## src/rtl/shift_port_ctrl.sv

```systemverilog
`timescale 1ns/1ps
// ---------------------------------------------------------------------------
// shift_port_ctrl
//
// I/O-port front end for the 8-bit barrel shifter. The shifter is two chained
// 8-bit registers plus a 3-bit offset. CPU IN/OUT accesses arrive over a
// 4-phase req/ack handshake and are decoded into one of three actions:
//   OUT AMT_PORT  : load the shift amount from wdata[2:0]
//   OUT DATA_PORT : push a byte into the shifter (one-cycle write strobe)
//   IN  RES_PORT  : return the shifted result byte
// An IN from any other port returns 0x00. An OUT to any other port has no
// effect. Both are still acknowledged.
//
// Build option:
//   SHIFT_DBG_PORT_EN  adds a second requester (dbg_*). It shares the shifter
//                      with the CPU under round-robin arbitration. When the
//                      macro is undefined, the CPU is the only requester and
//                      the handshake timing does not change.
//
// Ports:
//   clk, rst             clock, synchronous active-high reset
//   cpu_req/we/port/wdata  CPU request, direction, port number, write data
//   cpu_ack, cpu_rdata     CPU handshake ack and read data
//   dbg_*                  same as cpu_*, present only with SHIFT_DBG_PORT_EN
//   sr_wdata, sr_wenable   byte and one-cycle write strobe to the shifter
//   sr_shift_amount        registered shift amount to the shifter
//   sr_shift_result        shifter result byte (combinational in the shifter)
//   busy                   high whenever a transaction is in flight
// ---------------------------------------------------------------------------
module shift_port_ctrl #(
    parameter logic [7:0] AMT_PORT  = 8'd2,
    parameter logic [7:0] RES_PORT  = 8'd3,
    parameter logic [7:0] DATA_PORT = 8'd4
) (
    input  logic       clk,
    input  logic       rst,
    input  logic       cpu_req,
    input  logic       cpu_we,
    input  logic [7:0] cpu_port,
    input  logic [7:0] cpu_wdata,
    output logic       cpu_ack,
    output logic [7:0] cpu_rdata,
`ifdef SHIFT_DBG_PORT_EN
    input  logic       dbg_req,
    input  logic       dbg_we,
    input  logic [7:0] dbg_port,
    input  logic [7:0] dbg_wdata,
    output logic       dbg_ack,
    output logic [7:0] dbg_rdata,
`endif
    output logic [7:0] sr_wdata,
    output logic       sr_wenable,
    output logic [2:0] sr_shift_amount,
    input  logic [7:0] sr_shift_result,
    output logic       busy
);

    typedef enum logic [1:0] {
        S_IDLE = 2'd0,
        S_EXEC = 2'd1,
        S_ACK  = 2'd2
    } state_t;

    typedef enum logic {
        REQ_CPU = 1'b0,
        REQ_DBG = 1'b1
    } req_id_t;

    state_t     state;
    req_id_t    grant;        // requester that owns the current transaction
    logic       lat_we;       // request fields captured at grant time
    logic [7:0] lat_port;
    logic [7:0] lat_wdata;
    logic       wen_q;

`ifdef SHIFT_DBG_PORT_EN
    req_id_t    last_grant;
`endif

    // Arbitration and request selection, used only while IDLE.
    logic       any_req;
    req_id_t    next_grant;
    logic       sel_we;
    logic [7:0] sel_port;
    logic [7:0] sel_wdata;
    logic       granted_req;  // req line of the requester that owns ACK

    // NOTE: every always_comb output gets a default first, so that no path
    // leaves a signal unassigned and infers a latch.
    always_comb begin
        any_req     = cpu_req;
        next_grant  = REQ_CPU;
        sel_we      = cpu_we;
        sel_port    = cpu_port;
        sel_wdata   = cpu_wdata;
        granted_req = cpu_req;
`ifdef SHIFT_DBG_PORT_EN
        any_req = cpu_req | dbg_req;
        // DBG wins a tie only when the CPU had the previous grant.
        if (dbg_req && (!cpu_req || last_grant == REQ_CPU)) begin
            next_grant = REQ_DBG;
            sel_we     = dbg_we;
            sel_port   = dbg_port;
            sel_wdata  = dbg_wdata;
        end
        if (grant == REQ_DBG) begin
            granted_req = dbg_req;
        end
`endif
    end

    // NOTE: sequential state uses non-blocking assignments only. All
    // registers then update together at the clock edge, whatever order the
    // statements appear in.
    always_ff @(posedge clk) begin
        if (rst) begin
            state           <= S_IDLE;
            grant           <= REQ_CPU;
            lat_we          <= 1'b0;
            lat_port        <= 8'h00;
            lat_wdata       <= 8'h00;
            wen_q           <= 1'b0;
            sr_wdata        <= 8'h00;
            sr_shift_amount <= 3'd0;
            cpu_ack         <= 1'b0;
            cpu_rdata       <= 8'h00;
`ifdef SHIFT_DBG_PORT_EN
            dbg_ack         <= 1'b0;
            dbg_rdata       <= 8'h00;
            last_grant      <= REQ_DBG;   // the CPU wins the first tie
`endif
        end else begin
            // The strobe is raised only on entry to EXEC, so it lasts
            // exactly that one cycle.
            wen_q <= 1'b0;

            case (state)
                S_IDLE: begin
                    if (any_req) begin
                        grant     <= next_grant;
                        lat_we    <= sel_we;
                        lat_port  <= sel_port;
                        lat_wdata <= sel_wdata;
`ifdef SHIFT_DBG_PORT_EN
                        last_grant <= next_grant;
`endif
                        // Register the strobe now so that it is high during
                        // EXEC. The shifter then writes at the end of EXEC.
                        if (sel_we && sel_port == DATA_PORT) begin
                            wen_q    <= 1'b1;
                            sr_wdata <= sel_wdata;
                        end
                        state <= S_EXEC;
                    end
                end

                S_EXEC: begin
                    if (lat_we) begin
                        if (lat_port == AMT_PORT) begin
                            sr_shift_amount <= lat_wdata[2:0];
                        end
                    end else begin
`ifdef SHIFT_DBG_PORT_EN
                        if (grant == REQ_DBG) begin
                            dbg_rdata <= (lat_port == RES_PORT) ? sr_shift_result : 8'h00;
                        end else begin
                            cpu_rdata <= (lat_port == RES_PORT) ? sr_shift_result : 8'h00;
                        end
`else
                        cpu_rdata <= (lat_port == RES_PORT) ? sr_shift_result : 8'h00;
`endif
                    end
                    state <= S_ACK;
                end

                S_ACK: begin
                    // First ACK cycle: raise ack. After that, hold ack until
                    // the owner drops its req, then release it and go idle.
`ifdef SHIFT_DBG_PORT_EN
                    if (grant == REQ_DBG) begin
                        if (!dbg_ack) begin
                            dbg_ack <= 1'b1;
                        end else if (!granted_req) begin
                            dbg_ack <= 1'b0;
                            state   <= S_IDLE;
                        end
                    end else begin
                        if (!cpu_ack) begin
                            cpu_ack <= 1'b1;
                        end else if (!granted_req) begin
                            cpu_ack <= 1'b0;
                            state   <= S_IDLE;
                        end
                    end
`else
                    if (!cpu_ack) begin
                        cpu_ack <= 1'b1;
                    end else if (!granted_req) begin
                        cpu_ack <= 1'b0;
                        state   <= S_IDLE;
                    end
`endif
                end

                default: state <= S_IDLE;
            endcase
        end
    end

    // A reset that arrives during EXEC must stop the pending shifter write
    // at that same edge. The registered strobe is therefore masked by rst.
    assign sr_wenable = wen_q & ~rst;
    assign busy       = (state != S_IDLE);

endmodule

```

## config.mk

```make
export PLATFORM = sky130hd
export DESIGN_NAME = shift_port_ctrl
export DESIGN_NICKNAME = d
export VERILOG_FILES = /design/src/rtl/shift_port_ctrl.sv
export SDC_FILE = /design/constraint.sdc
export NUM_CORES = 1
export LEC_CHECK = 0
export ABC_AREA = 1
export BUFFER_PORTS_ARGS = -buffer_cell sky130_fd_sc_hd__buf_4
export CAP_MARGIN = 20
export CORE_MARGIN = 2
export CORE_UTILIZATION = 50
export CTS_CLUSTER_DIAMETER = 80
export CTS_CLUSTER_SIZE = 14
export DETAILED_ROUTE_END_ITERATION = 16
export PLACE_DENSITY = 0.88
export SETUP_SLACK_MARGIN = 0.15
export SLEW_MARGIN = 25
export SYNTH_ARGS = -nofsm -noshare
export SYNTH_HDL_FRONTEND = slang
export SYNTH_SLANG_ARGS = --single-unit
```

## constraint.sdc

```tcl
create_clock -name clk -period 3.35 [get_ports clk]
set_input_delay 0.5025 -clock clk [delete_from_list [all_inputs] [get_ports clk]]
set_output_delay 0.5025 -clock clk [all_outputs]
set_load 0.05 [all_outputs]
```

==> out/results.tsv, run 1 <==
stage	metric	value	unit
worst_setup_path	crit_arrival	1.86	ns
die	start_util	52.0	%
clock_network	cts_tree	built	
clock_network	clock-root-buffer	clkbuf_4	
synthesis	yosys.area.top_type	dfxtp_1	
power	power	0.811	mW
timing	min_period_over_period	47.8	%
global_route	grt_pass1_vias	1212	
worst_setup_path	cp-start-kind	flip-flop	
worst_hold_path	min_to	lat_we	
die	die-area	0.00362	mm²
routing	viasPerCell	4.69	
routing	totalWireLength	3070	µm
power	leakagePower	0.914	nW
routing	wl_met3	209	µm
die	core_area	0.00303	mm²
synthesis	synth.distinct_cells	23	
routing	drt-pass1-iter-count	4	
timing	whs	0.383	ns
power	intPower	0.570	mW
clock_network	cts_buffer_depth	2	
synthesis	synthTopCellsByArea	dfxtp_1 (44%), inv_1 (6.9%), a21oi_1 (6.7%), nand3_1 (6.4%), o21ai_0 (5.7%)	
global_route	grt_usage	18.9	%
clock_network	htreeDepth	2	
placement	gp_congestion	0.814	
routing	drtIter0Drc	54	
routing	vias	1384	
timing	post-route-min-period	1.60	ns
synthesis	synth_area	0.00158	mm²
layout	final_util	65.0	%
worst_setup_path	reg2regPathDepth	7	
power	power_frac_clock	24.2	%
placement	portBuffers	49	
layout	syn_to_final_growth	25.0	%
global_route	gr-total-overflow	0	
worst_setup_path	crit_path_max_fanout	12	
power	pwr-share-seq	55.7	%
global_route	grt_antenna_before_repair	0	
clock_network	cts.repair.resized	0	
clock_network	clk_pin_slew	0.09	ns
worst_hold_path	hp-start	rst	
layout	final_cells	295	
die	rows	20	
power	peakVddDrop	274	µV
die	die_w	60.1	µm
synthesis	syn_nets	233	
timing	tightestPinTransition	0.768	ns
power	power.density	412	mW/mm²
routing	wl_met1	1330	µm
synthesis	yosys.area.top_type_share	44.5	%
global_route	grt_pass1_wl	5060	µm
die	die_h	60.1	µm
synthesis	ys_seq_elements	35	
synthesis	ys_warn_count	0	
global_route	grt_max_degree	31	
power	sw_frac_of_total	29.7	%
worst_hold_path	holdPathStages	2	
timing	slew_viol_final	0	
routing	wire_per_inst	10.4	µm
die	ios	50	
clock_network	post_cts.repair.setup_buffers	0	
worst_setup_path	rr_startpoint	lat_port[5]	
routing	drcViolationCount	0	
routing	wl_met2	1420	µm
synthesis	synth_cells	205	
clock_network	cts-buffers-inserted	5	
clock_network	clock-sinks	35	
flow_run	cap_violations	0	
placement	post-dp-hpwl	2270	µm
routing	top_layer	met4	
outcome	status	complete, no violations	
layout	final_cell_mix	buf_4 (49), dfxtp_1 (35), inv_1 (29), nand2_1 (24), nor2_1 (24)	
timing	slew_headroom	48.6	%
worst_hold_path	min_path_type	in2reg	
timing	fin_skew	0.000725	ns
timing	finalSetupTns	0	ns
timing	finalSetupViolations	0	
timing	grt_setup_unrepaired	false	
power	p_switching	0.241	mW
placement	dp_cells	289	
clock_network	hold_buffers	0	
timing	hold_viol_final	0	
timing	max_freq	625	MHz
layout	final_common_cell	buf_4	
routing	final_antenna_net_count	0	
layout	drive_gt1_share	30.3	%
synthesis	yosysSeqAreaShare	44.5	%
worst_setup_path	cp-end-kind	flip-flop	
layout	nNetsFinal	280	
worst_setup_path	r2r_end	sr_shift_amount[1]	
clock_network	insertion_delay	0.32	ns
worst_setup_path	crit_type	reg2reg	
layout	antenna_cells	0	
worst_setup_path	required	3.61	ns
power	combPwrFrac	20.0	%
synthesis	syn_area_per_cell	7.68	µm²
worst_setup_path	r2r_slack	1.75	ns
==> worst max-delay path, cell delays in order (launching register included) <==
cell and delay, ns:
dfxtp_1 0.31, inv_1 0.06, nand2_1 0.05, nor2_1 0.60
nand3_1 0.28, nand2_1 0.12, inv_1 0.04, nor2_1 0.09
==> how the worst max path moves through the flow <==
stage                startpoint            endpoint  slack (ns)  depth (start not counted)
finish              lat_port[5]  sr_shift_amount[1]        1.75                          7
global route        lat_port[7]  sr_shift_amount[1]        1.54                          7
CTS                 lat_port[5]  sr_shift_amount[1]        1.75                          7
detailed placement          rst        lat_wdata[2]        1.74                          4
global placement            rst        cpu_rdata[2]        1.74                          4
floorplan                   rst          sr_wenable        1.69                          1
==> area by class of cell <==
cell class	instances	area, µm²
Sequential cell	35	701
Inverter	31	116
Clock buffer	6	41.3
Timing Repair Buffer	49	368
Tap cell	44	55.1
Fill cell	283	1060
Multi-Input combinational cell	130	688
==> synth_stat cells <==
library cell  number
dfxtp_1           35
nor4_1             1
buf_2              2
nand3_2            2
nor2_1            24
buf_1              1
nor2_4             1
buf_6              1
inv_2              2
a21oi_1           21
buf_4              1
o21ai_1            2
nor2_2             3
nor2_8             2
clkbuf_1           2
nand2_2            3
a21oi_2            8
nand3_1           20
nand2_1           24
buf_8              2
o21ai_0           18
nand3_4            1
inv_1             29
==> power by group through the flow <==
stage               clock (mW)  sequential [mW]  combinational [mW]
detailed placement           0            0.461               0.163
floorplan                    0            0.488              0.0868
finish                   0.197            0.452               0.163
global route             0.225            0.454               0.179
global placement             0            0.461               0.160
CTS                      0.203            0.452               0.163
==> metal layers <==
layer  vias to the layer above  global-route usage, %
met3                        11                   4.55
met2                        47                   30.4
met4                         0                   11.4
met1                       578                   22.7
li1                        748                      -
met5                         -                      0
==> stage by stage <==
step	area (µm²)	worst slack [ns]
floorplan	1580	1.69
global placement	1930	1.74
detailed placement	1930	1.74
CTS	1970	1.75
global route	1970	1.54
finish	1970	1.75
==> state kept, by name, summed over array words and instances, names as in the netlist <==
signal	cells
cpu_rdata	8
lat_port	8
sr_shift_amount	3
lat_wdata	3
wen_q	1
cpu_ack	1
lat_we	1
state	2
sr_wdata	8
==> logic make-up (layout without fill, tap and decap cells) <==
group,count (synthesis),in the layout,synth area share (%)
AOI/OAI and AO/OA,49,49,17.5
DFF,35,35,44.5
and+or+nand+nor,81,81,26.2
buffers and inverters,40,86,11.8
Power figures use the tool's default switching activity.
==> inputs of run 2 (changes only) <==
--- a/config.mk
+++ b/config.mk
@@ -5,15 +5,15 @@
 export SDC_FILE = /design/constraint.sdc
 export NUM_CORES = 1
 export LEC_CHECK = 0
-export ABC_AREA = 1
+export ABC_AREA = 0
 export BUFFER_PORTS_ARGS = -buffer_cell sky130_fd_sc_hd__buf_4
 export CAP_MARGIN = 20
 export CORE_MARGIN = 2
-export CORE_UTILIZATION = 50
+export CORE_UTILIZATION = 43
 export CTS_CLUSTER_DIAMETER = 80
 export CTS_CLUSTER_SIZE = 14
 export DETAILED_ROUTE_END_ITERATION = 16
-export PLACE_DENSITY = 0.88
+export PLACE_DENSITY = 0.82
 export SETUP_SLACK_MARGIN = 0.15
 export SLEW_MARGIN = 25
 export SYNTH_ARGS = -nofsm -noshare
==> constraint.sdc (replaced) <==
create_clock -name clk -period 1.4 [get_ports clk]
set_input_delay 0.21 -clock clk [delete_from_list [all_inputs] [get_ports clk]]
set_output_delay 0.21 -clock clk [all_outputs]
set_load 0.05 [all_outputs]
==> run 2 against run 1 <==
The flow now finishes with violations (negative setup slack). Cell area up 4.7%. Sequential share of layout area down 1.5 points. Area after synthesis down 11%. Core utilization up 2.0 points. Critical endpoint unchanged. Largest power group unchanged.
==> out/results.tsv, run 2 <==
stage	metric	value	unit	change
die	die_h	61.2	µm	+1.7%
layout	top_regs	cpu_rdata (8), lat_port (8), sr_wdata (8)		
synthesis	syn_area_per_cell	10.8	µm²	+41%
routing	drcViolationCount	0		unchanged
placement	portBuffers	49		unchanged
die	start_util	45.7	%	-6.4 points
global_route	grt_pass1_vias	1094		-9.7%
synthesis	syn_nets	158		-32%
die	die-area	0.00374	mm²	+3.5%
layout	ff_latch_area	703	µm²	+0.36%
layout	syn_to_final_growth	46.7	%	
clock_network	insertion_delay	0.35	ns	+0.03 ns
global_route	grt_util_met3	7.56	%	+3.0 points
worst_setup_path	cp-end-kind	flip-flop		
layout	fillers	249		-12%
clock_network	htreeDepth	2		unchanged
layout	drive_gt1_share	42.4	%	+12 points
power	power.density	1030	mW/mm²	+150%
layout	final_cells	235		-20%
layout	nNetsFinal	218		-22%
synthesis	yosys.area.top_type	dfxtp_1		
clock_network	cts-buffers-inserted	5		unchanged
synthesis	synthTopCellsByArea	dfxtp_1 (50%), mux2i_1 (16%), nand2b_1 (11%), a22o_1 (5.0%), nor2_1 (3.5%)		
clock_network	clock-sinks	35		unchanged
timing	finalSetupTns	-0.414	ns	-0.414 ns
global_route	grt_util_met2	31.2	%	+0.72 points
timing	setup_slack	-0.0924	ns	-1.84 ns
layout	final_common_cell	buf_4		
layout	multiInputGateArea	697	µm²	+1.3%
placement	dp_cells	222		-23%
worst_setup_path	crit_arrival	1.78	ns	-0.08 ns
routing	totalWireLength	3260	µm	+6.2%
timing	min_period_over_period	107	%	+59 points
worst_hold_path	min_path_type	in2reg		
timing	grt_setup_unrepaired	true		
power	power	2.12	mW	+160%
routing	final_antenna_net_count	0		unchanged
timing	whs	0.0594	ns	-0.323 ns
flow_run	cap_violations	0		unchanged
clock_network	cts_buffer_depth	2		unchanged
synthesis	synth_cells	130		-37%
timing	slew_viol_final	0		unchanged
routing	viasPerCell	4.93		+5.1%
worst_setup_path	cp-start-kind	flip-flop		
timing	fin_skew	0.00761	ns	+0.00688 ns
layout	final_util	67.0	%	+2.0 points
outcome	violations	negative setup slack		
global_route	grt_max_degree	41		+32%
clock_network	clk_pin_slew	0.11	ns	+0.02 ns
synthesis	synth_ff_type	dfxtp_1		
timing	slew_headroom	76.2	%	+28 points
die	rows	20		unchanged
global_route	grt_pass1_wl	5080	µm	+0.42%
global_route	grtUsageMet1	21.7	%	-0.97 points
power	leakagePower	0.872	nW	-4.6%
timing	tightestPinTransition	0.355	ns	-0.413 ns
synthesis	yosys.area.top_type_share	49.9	%	+5.4 points
die	ios	50		unchanged
routing	drt-pass1-iter-count	4		unchanged
synthesis	synth_area	0.00141	mm²	-11%
worst_setup_path	crit_type	reg2reg		
worst_setup_path	crit_path_max_fanout	3		-9
synthesis	synth_common_cells	dfxtp_1 (35), nand2b_1 (24), mux2i_1 (23), nor2_1 (13), a22o_1 (8)		
routing	vias	1159		-16%
die	core_area	0.00308	mm²	+1.7%
synthesis	synth.distinct_cells	24		+4.3%
layout	final_cell_mix	buf_4 (53), dfxtp_1 (33), nand2b_1 (24), mux2i_1 (23), nor2_1 (13)		
die	die_w	61.2	µm	+1.7%
timing	finalSetupViolations	14		+14
global_route	gr-total-overflow	0		unchanged
placement	post-dp-hpwl	2200	µm	-3.1%
timing	max_freq	670	MHz	+7.3%
routing	drtIter0Drc	16		-70%
global_route	grt_antenna_before_repair	0		unchanged
clock_network	clock-root-buffer	clkbuf_4		
synthesis	synth.most_common_cell	dfxtp_1		
synthesis	synth_edf_count	0		unchanged
timing	hold_viol_final	0		unchanged
power	peakVddDrop	671	µV	+140%
clock_network	cts_tree	built		
layout	antenna_cells	0		unchanged
synthesis	ys_warn_count	0		unchanged
worst_setup_path	required	1.68	ns	-1.93 ns
synthesis	synthArstFlopShare	0	%	unchanged
routing	wire_per_inst	13.9	µm	+33%
synthesis	yosysSeqAreaShare	49.9	%	+5.4 points
global_route	grt_usage	19.2	%	+0.23 points
timing	post-route-min-period	1.49	ns	-0.108 ns
synthesis	ys_seq_elements	35		unchanged
global_route	busiest_layer	met2		
placement	gp_congestion	0.730		-10%
outcome	status	finished with violations		
-- run 2: power breakdown --
group | internal, mW | switching, mW | total (mW)
registers | 1.03 | 0.0250 | 1.05
logic | 0.164 | 0.133 | 0.297
clock network | 0.422 | 0.347 | 0.769
total | 1.61 | 0.505 | 2.12
-- run 2: kinds of logic after synthesis --
kind of cell | Yosys count | synth area share [%]
and+or+nand+nor | 50 | 23.8
DFF | 35 | 49.9
muxes | 23 | 16.4
AOI/OAI and AO/OA | 13 | 7.39
buffers and inverters | 9 | 2.58
-- run 2: critical path: stages, from the launching register on --
cell	delay, ns
dfxtp_2	0.33
or4_4	0.57
nor4_4	0.28
mux2i_1	0.25
-- run 2: path summary, 6_finish.rpt --
path / from / endpoint / slack, ns / cells past startpoint
setup / recovery: lat_port[4] / sr_shift_amount[1] / -0.09 / 3
hold / removal: sr_shift_result[3] / cpu_rdata[3] / 0.06 / 2
setup reg to reg: lat_port[4] / sr_shift_amount[1] / -0.09 / 3
hold reg to reg: sr_wdata[1] / sr_wdata[1] / 0.49 / 2
-- run 2: what timing repair did --
action,CTS,global route
setup buffers,1,2
gates resized for setup,12,7
setup endpoints to repair,33,33
cloned,2,0
pin swaps,3,7
hold buffers,0,0
-- run 2: per-layer routing --
metal	up-vias	share of wire, %
li1	570	-
met1	548	42
met2	30	51
met3	11	4.5
met4	0	3.0
met5	-	0
-- run 2: final cells by class --
type / count / area share [%]
flip-flops and latches: 35 / 34.1
multi-input cells: 86 / 33.8
repair buffers: 60 / 24.9
well taps: 44 / 2.67
clock buffers: 6 / 2.49
clock inverters: 2 / 1.70
inverters: 2 / 0.364
-- run 2: stage by stage --
stage,worst slack (ns),cell area (µm²)
3_5_place_dp,-0.0526,1860
5_1_grt,-0.154,2060
4_1_cts,-0.0905,2020
2_1_floorplan,0.0349,1420
3_3_place_gp,0.0103,1860
6_report,-0.0924,2060
==> inputs of run 3 (changes only) <==
--- a/config.mk
+++ b/config.mk
@@ -9,11 +9,11 @@
 export BUFFER_PORTS_ARGS = -buffer_cell sky130_fd_sc_hd__buf_4
 export CAP_MARGIN = 20
 export CORE_MARGIN = 2
-export CORE_UTILIZATION = 43
+export CORE_UTILIZATION = 48
 export CTS_CLUSTER_DIAMETER = 80
 export CTS_CLUSTER_SIZE = 14
 export DETAILED_ROUTE_END_ITERATION = 16
-export PLACE_DENSITY = 0.82
+export PLACE_DENSITY = 0.86
 export SETUP_SLACK_MARGIN = 0.15
 export SLEW_MARGIN = 25
 export SYNTH_ARGS = -nofsm -noshare
==> constraint.sdc (replaced) <==
create_clock -name clk -period 1.5 [get_ports clk]
set_input_delay 0.225 -clock clk [delete_from_list [all_inputs] [get_ports clk]]
set_output_delay 0.225 -clock clk [all_outputs]
set_load 0.05 [all_outputs]
==> run 3 against run 2 <==
The flow now finishes without violations. Via count down 3.7%. Flip-flop and latch count unchanged. Cell area down 5.8%. Combinational power down 18%. Global-route usage up 0.49 points. First-iteration DRC count up 88%. Sequential power down 6%. Largest power group unchanged.
==> out/results.tsv, run 3 (synthesized netlist as in run 2, its figures left out) <==
stage	metric	value	unit	change
clock_network	clock-root-buffer	clkbuf_4		
clock_network	cts_buffer_depth	2		unchanged
routing	drtIter0Drc	30		+14
die	ios	50		unchanged
timing	post-route-min-period	1.44	ns	-0.0527 ns
layout	antenna_cells	0		unchanged
clock_network	cts-buffers-inserted	5		unchanged
layout	drive_gt1_share	38.9	%	-3.5 points
worst_setup_path	crit_arrival	1.71	ns	-0.07 ns
worst_hold_path	min_path_type	in2reg		
placement	portBuffers	49		unchanged
routing	vias	1116		-3.7%
clock_network	hold_buffers	0		unchanged
layout	fillers	213		-14%
global_route	gr-total-overflow	0		unchanged
clock_network	clk_pin_slew	0.10	ns	about the same
routing	totalWireLength	2970	µm	-9.0%
timing	tightestPinTransition	0.327	ns	-0.0283 ns
global_route	grt_antenna_before_repair	0		unchanged
layout	final_area	0.00194	mm²	-5.8%
layout	syn_to_final_growth	38.3	%	
routing	wire_per_inst	13.7	µm	-1.0%
worst_setup_path	crit_path_max_fanout	3		unchanged
worst_setup_path	crit_type	reg2reg		
worst_setup_path	cp-end-kind	flip-flop		
timing	max_freq	695	MHz	+3.7%
placement	place_area	0.00183	mm²	-1.8%
global_route	busiest_layer	met2		
die	rows	19		-5.0%
timing	slew_headroom	78.1	%	+1.9 points
flow_run	cap_violations	0		unchanged
timing	grt_setup_unrepaired	true		
layout	ff_latch_area	708	µm²	+0.71%
routing	final_antenna_net_count	0		unchanged
timing	fin_skew	0.00851	ns	+0.000905 ns
global_route	grtUsageMet1	20.1	%	-1.7 points
global_route	grt_util_met2	35.4	%	+4.2 points
layout	top_regs	cpu_rdata (8), lat_port (8), sr_wdata (8)		
global_route	grt_util_met3	8.04	%	+0.47 points
clock_network	htreeDepth	2		unchanged
power	power.density	931	mW/mm²	-9.4%
timing	min_period_over_period	96.0	%	-11 points
timing	slew_viol_final	0		unchanged
die	die-area	0.00338	mm²	-9.8%
placement	post-dp-hpwl	2190	µm	-0.37%
placement	gp_congestion	0.742		+1.6%
worst_setup_path	cp-start-kind	flip-flop		
placement	dp_worst_setup_slack	0.0461	ns	+0.0987 ns
timing	finalSetupViolations	0		-14
layout	final_cell_mix	buf_4 (49), dfxtp_1 (33), nand2b_1 (24), mux2i_1 (23), nor2_1 (13)		
power	peakVddDrop	909	µV	+36%
global_route	grt_pass1_wl	4870	µm	-4.1%
timing	hold_viol_final	0		unchanged
clock_network	clock-sinks	35		unchanged
clock_network	insertion_delay	0.34	ns	about the same
timing	whs	0.0791	ns	+0.0198 ns
die	die_w	58.1	µm	-5.0%
die	die_h	58.1	µm	-5.0%
global_route	grt_usage	19.7	%	+0.49 points
clock_network	cts_tree	built		
global_route	grt_max_degree	41		unchanged
layout	multiInputGateArea	687	µm²	-1.4%
timing	setup_slack	0.0603	ns	+0.153 ns
routing	drcViolationCount	0		unchanged
die	core_area	0.00276	mm²	-10%
worst_setup_path	required	1.77	ns	+0.09 ns
global_route	grt_pass1_vias	1103		+0.82%
die	start_util	51.0	%	+5.3 points
layout	nNetsFinal	212		-2.8%
power	leakagePower	0.821	nW	-5.9%
layout	final_common_cell	buf_4		
routing	viasPerCell	5.17		+4.8%
routing	drt-pass1-iter-count	4		unchanged
outcome	status	complete, no violations		
## run 3: cell count changes in the layout (fill, tap and decap cells not counted), sizes merged
cell	previous run	this run
buf	60	53
clkbuf	6	9
bufinv	1	0
clkinv	1	0
## run 3: area by class of cell
type	count	area share, %
Clock buffer	8	3.54
Inverter	2	0.386
Multi-Input combinational cell	86	35.4
Sequential cell	35	36.4
Tap cell	31	2.00
Timing Repair Buffer	54	22.3
## run 3: through the flow
step                util [%]  std cells  TNS (ns)  total power, mW
floorplan                  -        130         0             1.14
global placement        66.3        207         0             1.22
detailed placement      66.3        207         0             1.23
CTS                     69.1        215         0             1.81
global route            70.5        216  -0.00240             1.89
finish                  70.5        216         0             1.81
## run 3: path summary, 6_finish.rpt
kind,slack [ns],end,cells after the start,start
worst min-delay path,0.08,cpu_rdata[0],2,sr_shift_result[0]
worst max register to register,0.06,sr_shift_amount[0],3,lat_port[4]
worst min register to register,0.48,sr_wdata[0],2,sr_wdata[0]
worst max-delay path,0.06,sr_shift_amount[0],3,lat_port[4]
## run 3: layer usage
layer / wire (µm) / part of all wire, %
met1: 1140 / 38
met5: 0 / 0
met3: 206 / 6.9
met4: 48 / 1.6
met2: 1570 / 53
## run 3: repair_timing
item | 4_1_cts | 5_1_grt
gates resized for setup | 3 | 10
pin swaps | 0 | 3
gates cloned | 0 | 1
buffers inserted | 0 | 0
endpoints found under the setup margin | 12 | 13
## run 3: power breakdown
group	total [mW]	internal (mW)	switching (mW)	leakage, nW
registers	0.983	0.957	0.0261	0.286
logic	0.245	0.133	0.111	0.497
clock network	0.580	0.276	0.304	0.0386
total	1.81	1.37	0.442	0.821
## run 3: critical path, cell delays in order, from the launching register on
cell and delay, ns:
dfxtp_1 0.32, or4_4 0.57, nor4_4 0.26, mux2i_1 0.23
